## config.mk

```make
export PLATFORM = sky130hd
export DESIGN_NAME = car_power_state_reg
export DESIGN_NICKNAME = d
export VERILOG_FILES = /design/src/rtl/car_power_state_reg.sv
export SDC_FILE = /design/constraint.sdc
export NUM_CORES = 1
export LEC_CHECK = 0
export ABC_CLOCK_PERIOD_IN_PS = 3800
export CAP_MARGIN = 20
export CORE_MARGIN = 10
export CORE_UTILIZATION = 45
export CTS_CLUSTER_DIAMETER = 40
export DETAILED_ROUTE_END_ITERATION = 6
export GPL_TIMING_DRIVEN = 0
export PLACE_DENSITY = 0.73
export SYNTH_ARGS = -nofsm -noshare
export SYNTH_HDL_FRONTEND = slang
export SYNTH_SLANG_ARGS = --single-unit
```

## constraint.sdc

```tcl
create_clock -name clk -period 3.8 [get_ports clk]
set_clock_uncertainty 0.15 [all_clocks]
set_input_delay 0.38 -clock clk [delete_from_list [all_inputs] [get_ports clk]]
set_output_delay 0.38 -clock clk [all_outputs]
set_load 0.02 [all_outputs]
```

## src/rtl/car_power_state_reg.sv

```systemverilog
// Power flag, button debounce and committed drive state for manual mode.
// Short press powers on, long press / stall / idle timeout powers off.
module car_power_state_reg #(
    parameter int DEBOUNCE_CYCLES   = 2_000_000,
    parameter int LONG_PRESS_CYCLES = 100_000_000,
    parameter int IDLE_TIMEOUT      = 500_000_000
) (
    input  logic       clk,
    input  logic       rst,
    input  logic       power_btn,
    input  logic [1:0] next_state,
    input  logic [3:0] next_moving_state,
    input  logic       manual_power,
    output logic       power,
    output logic [1:0] state,
    output logic [3:0] moving_state,
    output logic [1:0] off_cause
);

    localparam int DB_W   = (DEBOUNCE_CYCLES   > 1) ? $clog2(DEBOUNCE_CYCLES)   : 1;
    localparam int HOLD_W = (LONG_PRESS_CYCLES > 1) ? $clog2(LONG_PRESS_CYCLES) : 1;
    localparam int IDLE_W = (IDLE_TIMEOUT      > 1) ? $clog2(IDLE_TIMEOUT)      : 1;

    localparam logic [DB_W-1:0]   DB_LAST   = DB_W'(DEBOUNCE_CYCLES - 1);
    localparam logic [HOLD_W-1:0] HOLD_LAST = HOLD_W'(LONG_PRESS_CYCLES - 1);
    localparam logic [IDLE_W-1:0] IDLE_LAST = IDLE_W'(IDLE_TIMEOUT - 1);

    localparam logic [1:0] NSTART      = 2'b00;
    localparam logic [1:0] CAUSE_NONE  = 2'b00;
    localparam logic [1:0] CAUSE_STALL = 2'b01;
    localparam logic [1:0] CAUSE_IDLE  = 2'b10;
    localparam logic [1:0] CAUSE_LONG  = 2'b11;

    typedef enum logic [1:0] {
        P_OFF,
        P_ON_HELD,
        P_ON,
        P_OFF_HELD
    } pstate_t;

    pstate_t           r_pstate;
    logic              r_sync1;
    logic              r_sync2;
    logic [DB_W-1:0]   r_db_cnt;
    logic              r_btn_db;
    logic              r_btn_prev;
    logic [HOLD_W-1:0] r_hold_cnt;
    logic [IDLE_W-1:0] r_idle_cnt;
    logic              r_power;
    logic [1:0]        r_state;
    logic [3:0]        r_moving;
    logic [1:0]        r_off_cause;

    logic w_rise;
    logic w_idle;
    logic w_long_hit;
    logic w_idle_hit;

    assign w_rise     = r_btn_db & ~r_btn_prev;
    assign w_idle     = (r_state == NSTART) & (next_state == NSTART) & ~r_btn_db;
    assign w_long_hit = r_btn_db & (r_hold_cnt == HOLD_LAST);
    assign w_idle_hit = w_idle & (r_idle_cnt == IDLE_LAST);

    // Two-flop synchronizer feeding a consecutive-sample debounce counter.
    always_ff @(posedge clk or posedge rst) begin
        if (rst) begin
            r_sync1    <= 1'b0;
            r_sync2    <= 1'b0;
            r_db_cnt   <= '0;
            r_btn_db   <= 1'b0;
            r_btn_prev <= 1'b0;
        end else begin
            r_sync1    <= power_btn;
            r_sync2    <= r_sync1;
            r_btn_prev <= r_btn_db;
            if (r_sync2 != r_btn_db) begin
                if (r_db_cnt == DB_LAST) begin
                    r_btn_db <= r_sync2;
                    r_db_cnt <= '0;
                end else begin
                    r_db_cnt <= r_db_cnt + DB_W'(1);
                end
            end else begin
                r_db_cnt <= '0;
            end
        end
    end

    // Drive state only tracks upstream while power stays on across the edge.
    always_ff @(posedge clk or posedge rst) begin
        if (rst) begin
            r_pstate    <= P_OFF;
            r_power     <= 1'b0;
            r_state     <= NSTART;
            r_moving    <= 4'b0000;
            r_off_cause <= CAUSE_NONE;
            r_hold_cnt  <= '0;
            r_idle_cnt  <= '0;
        end else begin
            r_state    <= NSTART;
            r_moving   <= 4'b0000;
            r_hold_cnt <= '0;
            r_idle_cnt <= '0;
            unique case (r_pstate)
                P_OFF: begin
                    if (w_rise) begin
                        r_pstate    <= P_ON_HELD;
                        r_power     <= 1'b1;
                        r_off_cause <= CAUSE_NONE;
                    end
                end
                P_ON_HELD: begin
                    if (!manual_power) begin
                        r_pstate    <= P_OFF;
                        r_power     <= 1'b0;
                        r_off_cause <= CAUSE_STALL;
                    end else begin
                        r_state  <= next_state;
                        r_moving <= next_moving_state;
                        if (!r_btn_db) begin
                            r_pstate <= P_ON;
                        end
                    end
                end
                P_ON: begin
                    if (w_long_hit) begin
                        r_pstate    <= P_OFF_HELD;
                        r_power     <= 1'b0;
                        r_off_cause <= CAUSE_LONG;
                    end else if (!manual_power) begin
                        r_pstate    <= P_OFF;
                        r_power     <= 1'b0;
                        r_off_cause <= CAUSE_STALL;
                    end else if (w_idle_hit) begin
                        r_pstate    <= P_OFF;
                        r_power     <= 1'b0;
                        r_off_cause <= CAUSE_IDLE;
                    end else begin
                        r_state  <= next_state;
                        r_moving <= next_moving_state;
                        if (r_btn_db && r_hold_cnt != HOLD_LAST) begin
                            r_hold_cnt <= r_hold_cnt + HOLD_W'(1);
                        end
                        if (w_idle && r_idle_cnt != IDLE_LAST) begin
                            r_idle_cnt <= r_idle_cnt + IDLE_W'(1);
                        end
                    end
                end
                P_OFF_HELD: begin
                    if (!r_btn_db) begin
                        r_pstate <= P_OFF;
                    end
                end
                default: begin
                    r_pstate <= P_OFF;
                    r_power  <= 1'b0;
                end
            endcase
        end
    end

    assign power        = r_power;
    assign state        = r_state;
    assign moving_state = r_moving;
    assign off_cause    = r_off_cause;

endmodule

```

==> Yosys cells after proc, flatten, opt, wreduce, memory -nomap -nowiden <==
Index checks and enable logic that the tools add are counted.
Widths: inputs -> output; s select.
{ "totals": {"register_bits": 92, "out_inout_bits": 9, "inputBits": 10, "word_cells": 87} }
{ "op_classes": {"n_reduce_logical": 9, "add_sub_neg": 3, "muxes": 42, "n_eq_ne": 14, "bitwise_logic": 7} }
{ "op_table": {"columns": ["operator", "count"], "rows": [
  ["$mux 29", 5],
  ["$mux 27", 5],
  ["$mux 21", 2],
  ["$mux 2", 16],
  ["$add 29x1->29 const B", 1],
  ["$eq 29x29->1 const B", 1],
  ["$ne 29x29->1 const B", 1],
  ["$add 27x1->27 const B", 1],
  ["$eq 27x27->1 const B", 1],
  ["$ne 27x27->1 const B", 1],
  ["$add 21x1->21 const B", 1],
  ["$eq 21x21->1 const B", 1],
  ["$mux 4", 4],
  ["$pmux 2 s4", 1],
  ["$pmux 4 s2", 1],
  ["$reduce_and 4->1", 2],
  ["$logic_not 2->1", 3],
  ["$ne 2x2->1 const B", 3],
  ["$pmux 2 s3", 1],
  ["$and 1x1->1", 5],
  ["$mux 1", 5],
  ["$eq 2x2->1 const B", 2],
  ["$ne 4x4->1 const B", 1],
  ["$pmux 2 s2", 1],
  ["8 further kinds", 10]
]} }

==> Logic depth before layout (Yosys ltp) <==
Gate-level depths: netlist of the first run.
{ "depth": {"depth_word": 9, "ltp_mapped": 8, "depth_no_buf": 7} }

==> Worst setup path before layout of the first run <==
OpenSTA, ideal clock, no wires.
{ "synth_timing": {"path_kind": "register to register", "startpoint": "reg r_idle_cnt[9]", "endpoint": "reg r_pstate[1]", "n_path_buf": 0, "stages_incl_launch_ff": 6, "arrival_time_ps": 1840, "slack_ps": 1683, "synth_period_minus_slack_ps": 2117, "t_required_ps": 3522, "setup_time_ps": 128, "path_cell_list": "dfrtp_1 or4_4 nor4_4 and4_4 o21ai_2 mux2_1"} }
{ "synth_via": {"elab_chain_cells": 4} }
{ "synth_lines": {"columns": ["element", "line_no", "rtl"], "rows": [
  ["from (decl)", "48", "logic [IDLE_W-1:0] r_idle_cnt;"],
  ["from (signal assigned)", "145", "r_idle_cnt <= r_idle_cnt + IDLE_W'(1);"],
  ["$eq 29x29->1", "62", "assign w_idle_hit = w_idle & (r_idle_cnt == IDLE_LAST);"],
  ["$and 1x1->1", "62", null],
  ["$ne 4x4->1 (no line)", null, null],
  ["$reduce_and 4->1 (no line)", null, null],
  ["to (signal assigned)", "92", "r_pstate <= P_OFF;"],
  ["to (signal assigned)", "107", "r_pstate <= P_ON_HELD;"],
  ["to (signal assigned)", "114", "r_pstate <= P_OFF;"],
  ["to (decl)", "41", "pstate_t r_pstate;"]
]} }
No other way between the ends.
A chain may end at the register's enable or synchronous reset.

==> Worst setup path after layout of the first run <==
{ "layout_timing": {"startpoint": "reg r_hold_cnt[10]", "endpoint": "reg r_idle_cnt[24]"} }
{ "layout_via": {"elab_chain_cells": 4} }
{ "layout_lines": {"columns": ["element", "line_no", "rtl"], "rows": [
  ["from (decl)", "47", "logic [HOLD_W-1:0] r_hold_cnt;"],
  ["from (signal assigned)", "142", "r_hold_cnt <= r_hold_cnt + HOLD_W'(1);"],
  ["$eq 27x27->1", "61", "assign w_long_hit = r_btn_db & (r_hold_cnt == HOLD_LAST);"],
  ["$and 1x1->1", "61", null],
  ["$mux 29", "126", "if (w_long_hit) begin"],
  ["$mux 29", "104", "unique case (r_pstate)"]
]} }
No other way between the ends.

==> flow_summary.toml, run 1 <==
[worst_setup_path]
cpLargestDelayFamily = "simple AND/OR/NAND/NOR gates"
reg2reg_from = "r_hold_cnt[10]"
slowest_stage = "dfrtp_1"
cp_num_cells = 7
crit_arrival_ns = 2.59
ff2ff_setup_slack_ns = 1.31
ff2ff_path_depth = 7
crit_path_end_kind = "register"
cpPeakStageDelay_ns = 0.44
critPathMostFrequentCell = "buf_4"
crit_path_cell_trace = "nor4bb_1 > nand4_2 > nor4_2 > nand4b_1 > buf_4 > buf_4 > nor2_1"
path_class = "register to register"
cp.required_ns = 3.90
crit_buf_inv = 2
crit_path_end = "r_idle_cnt[24]"
r2r_end = "r_idle_cnt[24]"
cp_max_fo = 10
critPathLaunch = "r_hold_cnt[10]"
start_kind = "register"

[drt]
drc_errors = 0
num_vias = 3304
routed_wl_mm = 8.79
drtIter0Drc = 134
drt-pass1-iter-count = 4
antenna_left = 0
routedWlPerCell_um = 13.8
via_per_inst = 5.20

[logic_synthesis]
synth_most_common_cell = "nor2_1"
yosysTopAreaCell = "dfrtp_1"
synthesis.instances = 468
syn-cell-area_um2 = 4590
synth_cell_types = 50
ys_top_cells_by_area = "dfrtp_1 50%, xnor2_1 9.3%, nor2_1 7.7%"
synth-main-ff-cell = "dfrtp_1"
syn_avg_cell_area_um2 = 9.82
synth_top_area_share_pct = 50.1
synth_commonest_cells = "94 x nor2_1, 92 x dfrtp_1, 49 x xnor2_1"
ys_seq_area_share_pct = 50.1
ys_seq_elements = 92
syn_nets = 486
synth_edf_count = 0
synth-async-reset-ratio_pct = 100
yosys_warnings = 0

[layout]
antennaDiodeCount = 0
area_growth_pct = 11.8
fillCellCount = 900
stdcell_area_um2 = 5140
drive_above_1_share_pct = 8.37
register_area_um2 = 2300
nNetsFinal = 515
multiInputGateArea_um2 = 2140

[clock_tree]
ctsHoldBuffers = 0
cts_tree = "yes"
cts.sinks = 92
cts_root_buf = "clkbuf_8"
clk_pin_slew_ns = 0.10
post_cts_resized = 0
cts_buffers = 9
clock_path_buffers = 2
post-cts-setup-buffers = 0
clk_latency_ns = 0.36
htree_num_levels = 3

[global_routing]
grt_max_degree = 50
grt_pass1_vias = 3420
grt_use_total_pct = 13.1
gr-total-overflow = 0
grt_antenna_before_repair = 0
grt_first_pass_wirelength_mm = 16.0

[place]
post-dp-hpwl_mm = 6.26
gp_congestion = 0.784
port_buffers = 17
placed_cell_area_um2 = 4960

[pwr]
p_per_area_nw_per_um2 = 316
vdd_drop_max_mv = 0.209
p_leak_nw = 1.95

[floorplan]
fp.dieW_um = 121
row_count = 36
initial_core_util_pct = 46.6
io_pins = 19
core_area_um2 = 9860
die_area_um2 = 14700
die_h_um = 121

[timing]
tightest_slew_ns = 0.576
slew_violations = 0
max_slew_margin_pct = 61.6
hold_violations = 0
rsz0062_at_grt = "no"
period_needed_ns = 2.49
finalSetupTns_ns = 0
finalCritPeriodShare_pct = 65.5
fmax_mhz = 402
setup_violations = 0

[hold_path]
hold_path_class = "register to register"

[flow_run]
drv_cap = 0

[outcome]
status = "completed"
==> through the flow <==
| stage | std cells | hold slack (ns) | utilization (%) | total power [mW] | setup slack, ns |
|---|---|---|---|---|---|
| finish | 635 | 0.206 | 52.1 | 1.62 | 1.31 |
| global placement | 618 | 0.186 | 50.0 | 1.04 | -0.434 |
| global route | 635 | 0.230 | 52.1 | 1.70 | 1.15 |
| floorplan | 468 | 0.181 | - | 1.03 | 0.878 |
| detailed placement | 619 | 0.188 | 50.3 | 1.05 | 1.38 |
| CTS | 635 | 0.209 | 52.1 | 1.65 | 1.29 |
==> flip-flops by register name (all words and copies together) (netlist names) <==
register,count
r_hold_cnt,27
off_cause,2
r_idle_cnt,29
power,1
moving_state,4
r_sync2,1
state,2
r_btn_db,1
r_sync1,1
r_pstate,2
r_db_cnt,21
r_btn_prev,1
==> cell usage in the layout, fill, tap and decap left out, drive strengths merged, types with 3 or more instances in the layout <==
cell type	count
clkinv	3
nor4	14
and2	4
clkbuf	16
dfrtp	92
nand4	10
clkdlybuf4s50	17
or3	4
mux2i	3
or4	5
nand3	35
and3	6
nor3	18
buf	8
inv	25
nor2	94
nand2	28
and4	12
a21oi	4
xnor2	49
xor2	22
ha	8
==> power by group <==
part	leakage [nW]	internal (mW)	switching [mW]
Sequential	1.27	0.982	0.00307
Combinational	0.587	0.0144	0.0286
Clock	0.0860	0.241	0.355
==> layer usage <==
layer	GRT usage (%)	wire length, um	up-vias
met4	3.77	84	0
met1	15.5	3960	1640
li1	-	-	1637
met2	22.6	4540	21
met5	0	0	-
met3	3.77	195	6
==> worst reg2reg max path: stages (launching register included) <==
cell	delay (ns)
dfrtp_1	0.44
nor4bb_1	0.42
nand4_2	0.28
nor4_2	0.44
nand4b_1	0.20
buf_4	0.19
buf_4	0.19
nor2_1	0.06
==> worst min-delay path by stage <==
stage                       start  endpoint  slack [ns]  cells after the start
final                     r_sync1   r_sync2        0.21                      0
after global routing      r_sync1   r_sync2        0.23                      0
after CTS                 r_sync1   r_sync2        0.21                      0
after detailed placement  r_sync1   r_sync2        0.19                      0
after global placement    r_sync1   r_sync2        0.19                      0
after floorplan           r_sync1   r_sync2        0.18                      0
==> cell type report <==
cell class / count / area share, %
repair buffers: 18 / 3.85
plain buffers: 14 / 1.29
clock inverters: 7 / 0.999
well taps: 133 / 3.24
inverters: 23 / 1.73
clock buffers: 9 / 2.41
flip-flops and latches: 92 / 44.8
multi-input cells: 339 / 41.7
==> kinds of logic (layout without fill, tap and decap cells) <==
group           count (synthesis)  in the layout  share of synthesized area [%]
compound gates                 13             13                           2.42
xor+xnor                       71             71                           13.5
fa+ha+maj                       8              8                           2.18
buf+inv                        37             71                           3.32
flops                          92             92                           50.1
mux                             5              5                           1.14
simple gates                  242            242                           27.3
Power figures use the tool's default switching activity.
==> run 2: changes to the inputs <==
ABC_CLOCK_PERIOD_IN_PS = 2060   (was 3800)
PLACE_DENSITY = 0.75   (was 0.73)
clock period = 2.06 ns   (was 3.8 ns; I/O delays follow)
==> run 2 against run 1 <==
  * Power rose by 94%
  * The flow now finishes with violations (setup timing)
  * Via count grew 8.6%
  * Critical endpoint is now r_pstate[1]
  * First-iteration DRC count rose by 100%
  * Register-to-register slack lost 1.4 ns
==> flow_summary.toml, run 2 (synthesized netlist as in run 1, its figures left out) <==
[drt]
drt-pass1-iter-count = 4
num_vias = 3589
antenna_left = 0
routed_wl_mm = 10.8
drc_errors = 0
routedWlPerCell_um = 16.2
drtIter0Drc = 273
via_per_inst = 5.38

[timing]
max_slew_margin_pct = 63.9
period_needed_ns = 2.14
finalCritPeriodShare_pct = 104
finalSetupTns_ns = -0.411
rsz0062_at_grt = "yes"
fmax_mhz = 467
tightest_slew_ns = 0.541
hold_violations = 0
layout_setup_ws_ns = -0.0833
slew_violations = 0
setup_violations = 21

[floorplan]
die_h_um = 121
io_pins = 19
row_count = 36
core_area_um2 = 9860
initial_core_util_pct = 46.6
fp.dieW_um = 121
die_area_um2 = 14700

[clock_tree]
cts_root_buf = "clkbuf_8"
ctsHoldBuffers = 0
cts.sinks = 92
cts_tree = "yes"
clk_pin_slew_ns = 0.09
cts_buffers = 9
htree_num_levels = 3
clk_latency_ns = 0.36
clock_path_buffers = 2

[layout]
area_growth_pct = 27.6
instances_no_fill = 667
nNetsFinal = 547
regMostFlops = "r_idle_cnt"
largest_register_ffs = 29
antennaDiodeCount = 0
layout_commonest_cell = "dfrtp_1"
final_cell_mix = "89 x dfrtp_1, 73 x nor2_1, 49 x xnor2_1, 33 x nand3_1, 29 x buf_4"
stdcell_area_um2 = 5860
drive_above_1_share_pct = 25.8
largestRegisters = "r_idle_cnt x29, r_hold_cnt x27, r_db_cnt x21"
utilization_pct = 59.4

[hold_path]
hold_path_class = "input port to asynchronous set/reset pin"

[pwr]
vdd_drop_max_mv = 0.387
combPwrFrac_pct = 2.9
p_leak_nw = 2.26
switching_share_pct = 22.7
switchingPower_uw = 716
power_frac_clock_pct = 39.5
power_frac_seq_pct = 57.6
p_per_area_nw_per_um2 = 538
p_int_mw = 2.44

[global_routing]
grt_antenna_before_repair = 0
grt_pass1_vias = 3537
grt_first_pass_wirelength_mm = 17.0
grt_use_total_pct = 13.9
grt_max_degree = 39
gr-total-overflow = 0

[worst_setup_path]
cp.required_ns = 2.16
crit_arrival_ns = 2.24
start_kind = "register"
cp_max_fo = 4
path_class = "register to register"
crit_path_end_kind = "register"

[place]
gp_congestion = 0.818
placed_cells = 620
post-dp-hpwl_mm = 6.42
post-place-ws_ns = -0.294
port_buffers = 17
placed_cell_area_um2 = 4980

[outcome]
violations = "setup timing"
status = "finished with violations"

[flow_run]
drv_cap = 0
[run 2: power groups by stage]
| stage | combinational [mW] | sequential [mW] | clock, mW |
|---|---|---|---|
| after floorplan | 0.0438 | 1.85 | 0 |
| after global placement | 0.0736 | 1.85 | 0 |
| after detailed placement | 0.0860 | 1.85 | 0 |
| after CTS | 0.0892 | 1.82 | 1.28 |
| after global routing | 0.105 | 1.82 | 1.34 |
| final | 0.0915 | 1.82 | 1.24 |
[run 2: final timing paths]
path                           startpoint              end  cells after the start  slack (ns)
max                        r_hold_cnt[25]      r_pstate[1]                      6       -0.08
min                                   rst      r_pstate[1]                      2        0.07
max reg2reg                r_hold_cnt[25]      r_pstate[1]                      6       -0.08
min reg2reg                       r_sync1          r_sync2                      0        0.20
max in group asynchronous             rst    r_idle_cnt[9]                      4        0.87
min in group clk             manual_power  moving_state[2]                      3        0.11
[run 2: layout make-up]
type                    count  area [um^2]
clock inverters             6         63.8
flip-flops and latches     92         2310
inverters                  23         90.1
repair buffers             52          517
fillers                   823         4000
clock buffers              10          138
multi-input cells         340         2490
well taps                 133          166
plain buffers              11         91.3
[run 2: through the flow]
stage / power, mW / hold WS, ns
after floorplan: 1.90 / 0.0874
after global placement: 1.93 / 0.188
after detailed placement: 1.94 / 0.188
after CTS: 3.18 / 0.0784
after global routing: 3.27 / 0.129
final: 3.15 / 0.0740
[run 2: what timing repair did]
| action | CTS | global route |
|---|---|---|
| pin swaps | 8 | 19 |
| setup buffers | 12 | 17 |
| gates resized for setup | 29 | 72 |
| cloned | 0 | 5 |
| endpoints found under the setup margin | 80 | 72 |
[run 2: critical path, cell delays in order, from the launching register on]
cell and delay (ns):
dfrtp_1 0.44, nor4bb_4 0.33, nand4_4 0.19, o41ai_4 0.34
buf_4 0.20, o21ai_4 0.07, mux2_4 0.31
[run 2: per-layer routing]
metal	track usage [%]	vias up	share of wire (%)
met5	0	-	0
met4	3.39	0	0.97
met2	23.4	54	53
met1	17.6	1826	43
met3	3.07	12	3.1
li1	-	1697	-
==> run 3: changes to the inputs <==
HOLD_SLACK_MARGIN = 0.1   (was default)
==> run 3 against run 2 <==
  * Die area unchanged
  * Count of clock-buffer cells in the layout unchanged
  * Maximum frequency up 0.11%
  * Routed wire length down 0.16%
  * Flip-flop and latch count unchanged
  * Non-clock buffer count up 2
  * Core utilization up 0.20 points
  * Global-route usage about the same
  * The flow still finishes with violations (setup timing)
  * Final area up 0.34%
  * Worst setup slack better by 0.0024 ns
  * Via count up 0.56%
  * Critical path depth unchanged
==> flow_summary.toml, run 3 (synthesized netlist as in run 1, its figures left out) <==
[outcome]
status = "finished with violations"
violations = "setup timing"

[timing]
layout_setup_ws_ns = -0.0810
tightest_slew_ns = 0.548
period_needed_ns = 2.14
max_slew_margin_pct = 63.4
setup_violations = 27
slew_violations = 0
fmax_mhz = 467
finalCritPeriodShare_pct = 104
rsz0062_at_grt = "yes"
hold_violations = 0

[drt]
routed_wl_mm = 10.8
drt-pass1-iter-count = 4
via_per_inst = 5.39
drc_errors = 0
antenna_left = 0
num_vias = 3609
drtIter0Drc = 265
routedWlPerCell_um = 16.1

[layout]
area_growth_pct = 28.0
antennaDiodeCount = 0
largestRegisters = "r_idle_cnt x29, r_hold_cnt x27, r_db_cnt x21"
drive_above_1_share_pct = 25.7
largest_register_ffs = 29
final_cell_mix = "89 x dfrtp_1, 73 x nor2_1, 49 x xnor2_1, 33 x nand3_1, 29 x buf_4"
layout_commonest_cell = "dfrtp_1"
nNetsFinal = 549
regMostFlops = "r_idle_cnt"
instances_no_fill = 669

[global_routing]
grt_max_degree = 39
grt_antenna_before_repair = 0
gr-total-overflow = 0
grt_pass1_vias = 3546
grt_use_total_pct = 13.9
grt-busiest-layer = "met2"
grt_use_met2_pct = 23.5
met1_usage_pct = 17.6
grt_first_pass_wirelength_mm = 17.0
gr-usage-met3_pct = 3.07

[clock_tree]
cts_tree = "yes"
cts_buffers = 9
htree_num_levels = 3
clk_pin_slew_ns = 0.09
clk_latency_ns = 0.36
clock_path_buffers = 2
cts_root_buf = "clkbuf_8"
cts.sinks = 92

[floorplan]
die_area_um2 = 14700
core_area_um2 = 9860
row_count = 36
die_h_um = 121
io_pins = 19
initial_core_util_pct = 46.6
fp.dieW_um = 121

[place]
port_buffers = 17
post-dp-hpwl_mm = 6.42
placed_cells = 620
gp_congestion = 0.818

[pwr]
p_per_area_nw_per_um2 = 537
p_leak_nw = 2.27
vdd_drop_max_mv = 0.389
finalPower_mw = 3.16

[worst_setup_path]
start_kind = "register"
crit_arrival_ns = 2.24
crit_path_end_kind = "register"
cp.required_ns = 2.16
cp_max_fo = 4
path_class = "register to register"

[hold_path]
hold_path_class = "input port to register"

[flow_run]
drv_cap = 0
## run 3: changes by cell type in the layout (fill, tap and decap cells not counted)
cell / before / now
dlygate4sd3_1: 0 / 2
## run 3: power breakdown
part / internal (mW) / switching (mW) / total [mW]
clock: 0.592 / 0.654 / 1.25
combinational: 0.0372 / 0.0572 / 0.0944
sequential: 1.81 / 0.00708 / 1.82
## run 3: final cells by class
type	instances	area, um^2
Sequential cell	92	2310
Inverter	23	90.1
Tap cell	133	166
Clock inverter	6	63.8
Timing Repair Buffer	54	537
Buffer	11	91.3
Fill cell	821	3980
Multi-Input combinational cell	340	2490
Clock buffer	10	138
## run 3: worst paths after layout
path / startpoint / slack (ns) / depth (start not counted) / endpoint
max: r_hold_cnt[25] / -0.08 / 6 / r_pstate[1]
min in group asynchronous: rst / 0.64 / 3 / r_pstate[1]
max reg2reg: r_hold_cnt[25] / -0.08 / 6 / r_pstate[1]
max in group asynchronous: rst / 0.30 / 5 / r_idle_cnt[9]
min: power_btn / 0.14 / 1 / r_sync1
min reg2reg: r_sync1 / 0.20 / 0 / r_sync2
## run 3: through the flow
step / utilization, % / TNS [ns] / area, um^2 / setup WS (ns) / hold WS [ns]
after detailed placement: 50.5 / -13.78 / 4980 / -0.294 / 0.188
after global routing: 59.6 / -4.42 / 5880 / -0.147 / 0.129
after floorplan: - / 0 / 4600 / 0.00617 / 0.0874
after CTS: 54.9 / -0.142 / 5420 / -0.0754 / 0.126
after global placement: 50.1 / -39.43 / 4940 / -0.318 / 0.188
final: 59.6 / -0.468 / 5880 / -0.0810 / 0.137
## run 3: critical path, cell delays in order (launching register included)
cell	delay, ns
dfrtp_1	0.44
nor4bb_4	0.33
nand4_4	0.19
o41ai_4	0.34
buf_4	0.20
o21ai_4	0.07
mux2_4	0.31
## run 3: layer usage
layer	share of wire, %	vias to the layer above
li1	-	1703
met1	43	1841
met2	53	49
met3	2.8	16
met4	1.1	0
met5	0	-
## run 3: what timing repair did
item                                   CTS  global route
setup endpoints to repair               80            72
endpoints found under the hold margin   23             0
pin swaps                                8            19
hold buffers                             2             0
setup buffers                           12            17
resized for setup                       29            72
gates cloned                             0             5
